**config.mk**
```make
export PLATFORM = sky130hd
export DESIGN_NAME = cmos_dvp_tx_flat
export DESIGN_NICKNAME = d
export VERILOG_FILES = /design/src/rtl/cmos_dvp_tx_if.sv /design/src/rtl/cmos_dvp_tx.sv /design/src/flat_wrapper.sv
export SDC_FILE = /design/constraint.sdc
export NUM_CORES = 1
export LEC_CHECK = 0
export ABC_CLOCK_PERIOD_IN_PS = 5700
export CELL_PAD_IN_SITES_DETAIL_PLACEMENT = 0
export CELL_PAD_IN_SITES_GLOBAL_PLACEMENT = 2
export CORE_MARGIN = 3
export CORE_UTILIZATION = 40
export CTS_BUF_LIST = sky130_fd_sc_hd__clkbuf_8
export CTS_CLUSTER_DIAMETER = 100
export DETAILED_ROUTE_END_ITERATION = 8
export GPL_TIMING_DRIVEN = 0
export MAX_ROUTING_LAYER = met4
export PLACE_DENSITY = 0.95
export SYNTH_ARGS = -nofsm -noshare
export SYNTH_HDL_FRONTEND = slang
export SYNTH_SLANG_ARGS = --single-unit
```
**constraint.sdc**
```tcl
create_clock -name clk -period 5.7 [get_ports clk]
set_input_delay 1.425 -clock clk [delete_from_list [all_inputs] [get_ports clk]]
set_output_delay 1.425 -clock clk [all_outputs]
set_load 0.005 [all_outputs]
```
**src/rtl/cmos_dvp_tx_if.sv**
```systemverilog
// Pixel stream handshake between an RGB565 source and the DVP transmitter.
// A pixel moves at a rising clock edge where pix_valid and pix_ready are both high.
interface cmos_dvp_tx_if;
  logic        pix_valid;
  logic [15:0] pix_data;
  logic        pix_ready;

  modport master (
    output pix_valid,
    output pix_data,
    input  pix_ready
  );

  modport slave (
    input  pix_valid,
    input  pix_data,
    output pix_ready
  );
endinterface

```
**src/rtl/cmos_dvp_tx.sv**
```systemverilog
// 8-bit DVP transmitter: serialises RGB565 pixels into vsync/href/byte frames, high byte first.
// Define CMOS_DVP_TX_PATTERN_EN to add pattern_sel and an internal {y,x} test pattern source.
module cmos_dvp_tx #(
  parameter int unsigned IMG_HDISP        = 640,
  parameter int unsigned IMG_VDISP        = 480,
  parameter int unsigned VSYNC_CLKS       = 16,
  parameter int unsigned V_BACK_CLKS      = 64,
  parameter int unsigned H_BLANK_CLKS     = 32,
  parameter int unsigned V_FRONT_CLKS     = 64,
  parameter logic        CMOS_VSYNC_VALID = 1'b1
) (
  input  logic              clk,
  input  logic              rst,
  input  logic              enable,
  cmos_dvp_tx_if.slave      pix,
`ifdef CMOS_DVP_TX_PATTERN_EN
  input  logic              pattern_sel,
`endif
  output logic              cmos_vsync,
  output logic              cmos_href,
  output logic [7:0]        cmos_data,
  output logic              frame_done,
  output logic              underflow
);

  typedef enum logic [2:0] {
    S_IDLE,
    S_VSYNC,
    S_VBACK,
    S_LINE,
    S_HBLANK,
    S_VFRONT
  } state_t;

  localparam logic [15:0] VSYNC_LAST  = 16'(VSYNC_CLKS - 1);
  localparam logic [15:0] VBACK_LAST  = 16'(V_BACK_CLKS - 1);
  localparam logic [15:0] HBLANK_LAST = 16'(H_BLANK_CLKS - 1);
  localparam logic [15:0] VFRONT_LAST = 16'(V_FRONT_CLKS - 1);
  localparam logic [11:0] X_LAST      = 12'(IMG_HDISP - 1);
  localparam logic [11:0] Y_LAST      = 12'(IMG_VDISP - 1);

  state_t      state;
  logic [15:0] cnt;
  logic [11:0] x;
  logic [11:0] y;
  logic        phase_l;
  logic [15:0] pix_hold;
  logic        pat_on;

  logic        ready_slot;
  logic        start_frame;
  logic        starve;
  logic [15:0] next_pix;

  // A pixel is fetched in the cycle right before every high-byte cycle.
  always_comb begin
    ready_slot = 1'b0;
    case (state)
      S_VBACK:  ready_slot = (cnt == VBACK_LAST);
      S_HBLANK: ready_slot = (cnt == HBLANK_LAST) && (y != Y_LAST);
      S_LINE:   ready_slot = phase_l && (x != X_LAST);
      default:  ready_slot = 1'b0;
    endcase
  end

  assign start_frame = enable &&
                       ((state == S_IDLE) || ((state == S_VFRONT) && (cnt == VFRONT_LAST)));

  assign pix.pix_ready = ready_slot & ~pat_on;
  assign starve        = ~pat_on & ~pix.pix_valid;

`ifdef CMOS_DVP_TX_PATTERN_EN
  logic [7:0] pat_x;
  logic [7:0] pat_y;

  // Coordinates of the pixel being fetched, not of the one currently on the wire.
  always_comb begin
    pat_x = '0;
    pat_y = '0;
    case (state)
      S_LINE: begin
        pat_x = x[7:0] + 8'd1;
        pat_y = y[7:0];
      end
      S_HBLANK: pat_y = y[7:0] + 8'd1;
      default: ;
    endcase
  end

  always_comb begin
    next_pix = '0;
    if (pat_on)
      next_pix = {pat_y, pat_x};
    else if (pix.pix_valid)
      next_pix = pix.pix_data;
  end

  always_ff @(posedge clk or posedge rst) begin
    if (rst)
      pat_on <= 1'b0;
    else if (start_frame)
      pat_on <= pattern_sel;
  end
`else
  assign pat_on   = 1'b0;
  assign next_pix = pix.pix_valid ? pix.pix_data : '0;
`endif

  always_ff @(posedge clk or posedge rst) begin
    if (rst) begin
      state      <= S_IDLE;
      cnt        <= '0;
      x          <= '0;
      y          <= '0;
      phase_l    <= 1'b0;
      pix_hold   <= '0;
      cmos_vsync <= ~CMOS_VSYNC_VALID;
      cmos_href  <= 1'b0;
      cmos_data  <= '0;
      frame_done <= 1'b0;
      underflow  <= 1'b0;
    end else begin
      frame_done <= 1'b0;
      case (state)
        S_IDLE: begin
          if (enable) begin
            state      <= S_VSYNC;
            cnt        <= '0;
            cmos_vsync <= CMOS_VSYNC_VALID;
            underflow  <= 1'b0;
          end
        end
        S_VSYNC: begin
          if (cnt == VSYNC_LAST) begin
            state      <= S_VBACK;
            cnt        <= '0;
            cmos_vsync <= ~CMOS_VSYNC_VALID;
          end else begin
            cnt <= cnt + 16'd1;
          end
        end
        S_VBACK: begin
          if (cnt == VBACK_LAST) begin
            state <= S_LINE;
            cnt   <= '0;
            x     <= '0;
            y     <= '0;
          end else begin
            cnt <= cnt + 16'd1;
          end
        end
        S_LINE: begin
          if (!phase_l) begin
            cmos_data <= pix_hold[7:0];
            phase_l   <= 1'b1;
          end else if (x == X_LAST) begin
            state     <= S_HBLANK;
            cnt       <= '0;
            phase_l   <= 1'b0;
            cmos_href <= 1'b0;
            cmos_data <= '0;
          end else begin
            x <= x + 12'd1;
          end
        end
        S_HBLANK: begin
          if (cnt == HBLANK_LAST) begin
            cnt <= '0;
            x   <= '0;
            y   <= y + 12'd1;
            if (y == Y_LAST) begin
              state      <= S_VFRONT;
              frame_done <= 1'b1;
            end else begin
              state <= S_LINE;
            end
          end else begin
            cnt <= cnt + 16'd1;
          end
        end
        S_VFRONT: begin
          cnt <= (cnt == VFRONT_LAST) ? '0 : cnt + 16'd1;
          if (cnt == VFRONT_LAST) begin
            if (enable) begin
              state      <= S_VSYNC;
              cmos_vsync <= CMOS_VSYNC_VALID;
              underflow  <= 1'b0;
            end else begin
              state <= S_IDLE;
            end
          end
        end
        default: state <= S_IDLE;
      endcase

      // Pixel fetch is shared by all three line-entry points; it overrides the case above.
      if (ready_slot) begin
        pix_hold  <= next_pix;
        cmos_data <= next_pix[15:8];
        cmos_href <= 1'b1;
        phase_l   <= 1'b0;
        if (starve)
          underflow <= 1'b1;
      end
    end
  end

endmodule

```
**src/flat_wrapper.sv**
```systemverilog
// flat-port wrapper written by rule: the top's interface ports become plain ports
module cmos_dvp_tx_flat 
#(
  parameter int unsigned IMG_HDISP        = 640,
  parameter int unsigned IMG_VDISP        = 480,
  parameter int unsigned VSYNC_CLKS       = 16,
  parameter int unsigned V_BACK_CLKS      = 64,
  parameter int unsigned H_BLANK_CLKS     = 32,
  parameter int unsigned V_FRONT_CLKS     = 64,
  parameter logic        CMOS_VSYNC_VALID = 1'b1
)
  (clk, rst, enable, cmos_vsync, cmos_href, cmos_data, frame_done, underflow, pix_pix_valid, pix_pix_data, pix_pix_ready);
  cmos_dvp_tx_if pix_i ();
  input  logic clk;
  input  logic rst;
  input  logic enable;
  output logic cmos_vsync;
  output logic cmos_href;
  output logic [7:0] cmos_data;
  output logic frame_done;
  output logic underflow;
  input wire logic [$bits(pix_i.pix_valid)-1:0] pix_pix_valid;
  input wire logic [$bits(pix_i.pix_data)-1:0] pix_pix_data;
  output wire logic [$bits(pix_i.pix_ready)-1:0] pix_pix_ready;
  assign pix_i.pix_valid = pix_pix_valid;
  assign pix_i.pix_data = pix_pix_data;
  assign pix_pix_ready = pix_i.pix_ready;
  cmos_dvp_tx #(.IMG_HDISP(IMG_HDISP), .IMG_VDISP(IMG_VDISP), .VSYNC_CLKS(VSYNC_CLKS), .V_BACK_CLKS(V_BACK_CLKS), .H_BLANK_CLKS(H_BLANK_CLKS), .V_FRONT_CLKS(V_FRONT_CLKS), .CMOS_VSYNC_VALID(CMOS_VSYNC_VALID)) u_core (.clk(clk), .rst(rst), .enable(enable), .pix(pix_i), .cmos_vsync(cmos_vsync), .cmos_href(cmos_href), .cmos_data(cmos_data), .frame_done(frame_done), .underflow(underflow));
endmodule
```
== Yosys cells after proc, flatten, opt, wreduce, memory -nomap -nowiden ==
Index checks and enable logic that the tools add are counted.
Storage, ports and cells
  flip-flop bits (word level): 64
  latch bits: 0
  RAM bits: 0
  bits in read-only memories: 0
  output and inout port bits: 13
  word-level logic and storage cells: 103
  memories: 0
Operators by class
  add/subtract/negate cells: 3
  multiply operators: 0
  div/mod/pow operators: 0
  order comparisons: 0
  eq/ne operators: 21
  shifts and indexed selects: 0
  mux-type cells: 50
  bitwise logic cells: 0
  reduce and logical (&&, ||, !) cells: 18
Operator list (number)
  16-bit two-way mux: 7
  16-bit one-hot mux with 5 select lines: 1
  12-bit two-way mux: 5
  12-bit one-hot mux with 3 select lines: 1
  8-bit two-way mux: 4
  12-bit by 1-bit adder with 12-bit output, second input constant: 2
  3-bit two-way mux: 8
  12-bit one-hot mux with 2 select lines: 1
  1-bit two-way mux: 19
  3-bit one-hot mux with 6 select lines: 1
  16-bit by 1-bit adder with 16-bit output, second input constant: 1
  16-bit by 4-bit == test with 1-bit output, second input constant: 1
  16-bit by 5-bit == test with 1-bit output, second input constant: 1
  16-bit by 6-bit == test with 1-bit output, second input constant: 1
  12-bit by 10-bit == test with 1-bit output, second input constant: 1
  12-bit by 9-bit == test with 1-bit output, second input constant: 1
  12-bit by 10-bit != test with 1-bit output, second input constant: 1
  12-bit by 9-bit != test with 1-bit output, second input constant: 1
  2-bit by 1-bit != test with 1-bit output, second input constant: 5
  3-bit AND reduction: 3
  2-bit nonzero test: 4
  7-bit AND reduction: 1
  3-bit by 2-bit == test with 1-bit output, second input constant: 2
  3-bit == test, second input constant: 2
  13 further kinds: 18

== Logic depth before layout (Yosys ltp) ==
  depth after elaboration: 5
  mapped depth: 10
  mapped depth without buffers: 6

== Least setup slack after synthesis ==
OpenSTA, ideal clock, no wires.
  path type: register -> output
  start: reg u_core.cnt[0]
  end: out pix_pix_ready
  arrival: 1946 ps
  required time: 4275 ps
  path slack: 2329 ps
  stages on the path, launching flop included: 11
  buffers on the path: 4
  cell sequence: dfrtp_1 > ha_1 > and3_1 > buf_6 > and4_1 > buf_4 > and2_4 > a211oi_2 > buf_6 > buf_8 > inv_2
On the way
  word-level cells in the longest chain between the ends: 3
RTL lines
  start: declaration: line cmos_dvp_tx.sv:43  | logic [15:0] cnt;
  start signal: assignment: line cmos_dvp_tx.sv:139  | cnt <= cnt + 16'd1;
  start signal: assignment: line cmos_dvp_tx.sv:149  | cnt <= cnt + 16'd1;
  start signal: assignment: line cmos_dvp_tx.sv:178  | cnt <= cnt + 16'd1;
  16-bit by 5-bit == test with 1-bit output: line cmos_dvp_tx.sv:60  | S_HBLANK: ready_slot = (cnt == HBLANK_LAST) && (y != Y_LAST);
  1-bit logical AND: line cmos_dvp_tx.sv:60
  1-bit one-hot mux with 3 select lines *: line cmos_dvp_tx.sv:58  | case (state)
  end: declaration: line flat_wrapper.sv:24  | output wire logic [$bits(pix_i.pix_ready)-1:0] pix_pix_ready;
Every way passes the cells marked *; elsewhere a longest branch is shown, timed or not.

== Worst setup path after layout ==
Same ends and word-level chain as after synthesis.

==> flow_metrics.tcl <==
set metrics [dict create \
    synth_area_per_cell_um2 9.23 \
    hold_buffers 0 \
    cts_setup_buffers 0 \
    synthesis.nets 414 \
    clock-sinks 64 \
    numPortBuffers 31 \
    via_count 2913 \
    die_area_um2 10200 \
    postLayoutCellArea_um2 4260 \
    route.detailed.drc 0 \
    routed_wl_um 8220 \
    leakagePower_nw 1.96 \
    layout-drive-gt1-share_pct 10.3 \
    worst-setup-path-type "reg -> out" \
    vias_per_cell 5.34 \
    ff2ff_path_depth 10 \
    start_kind "flop" \
    firstDrtPassIters 4 \
    worstPathRequired_ns 4.28 \
    boundaryPins 33 \
    setup_tns_ns 0 \
    rsz0062_at_grt "false" \
    drt_iter0_markers 123 \
    r2r-end "u_core.pix_hold[2]$_DFFE_PP0N_" \
    rrSetupSlack_ns 3.35 \
    finClkSkew_ns 0.00948 \
    antenna_found_initial 0 \
    async_flop_share_pct 100 \
    dpl_cell_area_um2 4070 \
    yosysWarnings 0 \
    drv_slew 0 \
    cpPeakStageDelay_ns 0.43 \
    run_status "finished, final reports clean" \
    synth.area.top_cells "dfrtp_1 44%, nand2_1 5.8%, mux2i_1 4.4%" \
    endpoint_kind "primary output" \
    fin_crit_sh_pct 75.6 \
    hp-class "reg -> reg" \
    gp_congestion 0.841 \
    cts_root_buf "clkbuf_8" \
    grt_pass1_vias 2962 \
    crit_arrival_ns 2.88 \
    cts_buffers 9 \
    grt_first_pass_wirelength_um 14200 \
    switchingPower_mw 0.196 \
    r2r-start "u_core.cnt[0]$_DFFE_PP0P_" \
    clk_latency_ns 0.34 \
    cts_tree "done" \
    switching_share_pct 22.1 \
    relSlewSlack_pct 54.2 \
    synth.top_cell.area_share_pct 44.4 \
    period_needed_ns 4.31 \
    synth_edf_count 0 \
    fmax_ghz 0.232 \
    dp_hpwl_um 5850 \
    synth_flop_cell "dfrtp_1" \
    ir_drop_uv 98.8 \
    crit_path_frequent_cell "buf_6" \
    cpLargestDelayFamily "buffers and inverters" \
    synth_area_leader_cell "dfrtp_1" \
    power.share.sequential_pct 52.1 \
    routedWlPerCell_um 15.1 \
    internal_power_mw 0.691 \
    areaGrowthSynthToFinish_pct 18.1 \
    min_from "u_core.cmos_href$_DFFE_PP0P_" \
    crit_chain "ha_1 > and3_1 > buf_6 > and4_1 > buf_4 > and2_4 > a211oi_2 > buf_6 > buf_8 > inv_2 > clkdlybuf4s50_1" \
    ys_ff_latch 64 \
    power_per_cell_area_nw_per_um2 208 \
    clockPowerShare_pct 43.0 \
    syn_inst 391 \
    finalSetupViolations 0 \
    dieHeight_um 101 \
    grt-ovfl-total 0 \
    path_buf_inv 6 \
    ant_nets 0 \
    cts_resized 0 \
    comb_power_share_pct 4.8 \
    drv_cap 0 \
    cp_max_fo 10 \
    rows 34 \
    synth_seq_area_share_pct 44.4 \
    h-tree-depth 3 \
    core_um2 8720 \
    start_util_pct 41.4 \
    synth_cell_types 59 \
    worst_slew_pin_slew_ns 0.683 \
    grtUsageTotal_pct 18.1 \
    grt_max_degree 42 \
    cts_max_path_buffers 2 \
    min_to "u_core.cmos_href$_DFFE_PP0P_" \
    slowest_stage "dfrtp_1" \
    die_x_um 101 \
    hold_violations 0 \
    antenna_cells 0 \
    netlist_area_um2 3610 \
    path_clk_slew_ns 0.07 \
    whs_path_depth 2 \
    fin_nets 457 \
]
[stage by stage]
stage                     cells  utilization [%]  hold WS [ns]  worst slack (ns)  power (mW)
after global routing        546             48.8         0.507              1.24       0.922
final                       546             48.8         0.477              1.39       0.887
after floorplan             391                -         0.469              2.33       0.489
after global placement      530             46.5         0.461              1.45       0.513
after detailed placement    531             46.7         0.467              1.76       0.515
after CTS                   546             48.8         0.482              1.37       0.898
[worst reg2reg max path: cells and delay by family, from the launching register on]
family | cells | cell delay (ns)
AO/OA/AOI/OAI | 1 | 0.23
adder cells (fa/ha/maj) | 1 | 0.25
buffers and inverters | 4 | 0.66
flip-flops | 1 | 0.43
multiplexers | 1 | 0.19
AND/OR/NAND/NOR | 3 | 0.50
[area by class of cell]
class                           instances  area (um^2)
Inverter                               17         63.8
Buffer                                 22          136
Clock buffer                           10          138
Fill cell                             812         4460
Sequential cell                        64         1600
Timing Repair Buffer                   32          330
Clock inverter                          5         48.8
Tap cell                              108          135
Multi-Input combinational cell        288         1810
[Yosys cell counts, types with 7 or more instances]
library cell / n
o21ai_0: 11
nand4_1: 10
clkbuf_1: 8
and4_1: 7
a31oi_1: 12
inv_1: 15
dfrtp_1: 64
nand2_1: 56
nor2_1: 31
nor3_1: 13
xor2_1: 11
buf_2: 7
and3_1: 9
mux2i_1: 16
nand3_1: 19
a21oi_1: 21
[placed cells by master (no fill, tap or decap), types with 3 or more instances in the layout]
cell / instances
a21o_1: 3
a21oi_1: 21
a31oi_1: 12
and2_1: 5
and3_1: 9
and4_1: 7
buf_2: 7
buf_4: 3
buf_6: 3
clkbuf_1: 8
clkbuf_8: 10
clkdlybuf4s50_1: 31
clkinv_2: 3
dfrtp_1: 64
ha_1: 3
inv_1: 15
inv_2: 3
mux2i_1: 16
nand2_1: 56
nand3_1: 19
nand4_1: 10
nor2_1: 31
nor3_1: 13
nor3b_1: 3
nor4_1: 3
o211ai_1: 5
o21ai_0: 11
o21ai_1: 4
o31ai_1: 3
or4_1: 3
xnor2_1: 6
xor2_1: 11
[logic make-up (layout without fill, tap and decap cells)]
group                    Yosys count  after routing  synth area share (%)
buffers and inverters             39             86                  5.55
AO/OA/AOI/OAI                     75             75                  13.9
flip-flops                        64             64                  44.4
adder cells (fa/ha/maj)            3              3                  1.04
XOR/XNOR                          17             17                  4.13
multiplexers                      17             17                  4.75
AND/OR/NAND/NOR                  176            176                  26.2
[power groups by stage]
stage                     combinational, mW  clock, mW  sequential, mW
after floorplan                      0.0173          0           0.471
after global placement               0.0417          0           0.471
after detailed placement             0.0440          0           0.471
after CTS                            0.0441      0.391           0.463
after global routing                 0.0483      0.411           0.463
final                                0.0428      0.382           0.463
[per-layer routing]
| layer | share of wire, % | wire length [um] | vias to the layer above | GRT usage [%] |
|---|---|---|---|---|
| li1 | - | - | 1484 | - |
| met3 | 2.4 | 199 | 14 | 2.84 |
| met2 | 46 | 3770 | 34 | 27.7 |
| met1 | 50 | 4090 | 1381 | 24.0 |
| met4 | 2.1 | 170 | 0 | 7.57 |
| met5 | 0 | 0 | - | - |
[state kept, by name, indices dropped and copies added, names as in the netlist]
signal and flops:
u_core.cnt 16, u_core.x 12, u_core.y 12, u_core.cmos_data 8, u_core.pix_hold 8, u_core.state 3
u_core.cmos_href 1, u_core.cmos_vsync 1, u_core.frame_done 1, u_core.phase_l 1, u_core.underflow 1
[how the worst max path moves through the flow]
stage / cells past startpoint / to / start
finish: 11 / pix_pix_ready / u_core.cnt[0]$_DFFE_PP0P_
global route: 11 / pix_pix_ready / u_core.cnt[0]$_DFFE_PP0P_
CTS: 11 / pix_pix_ready / u_core.cnt[0]$_DFFE_PP0P_
detailed placement: 11 / pix_pix_ready / u_core.cnt[0]$_DFFE_PP0P_
global placement: 2 / u_core.y[5]$_DFFE_PP0P_ / rst
floorplan: 10 / pix_pix_ready / u_core.cnt[0]$_DFFE_PP0P_
(Power assumes the default switching activity.)
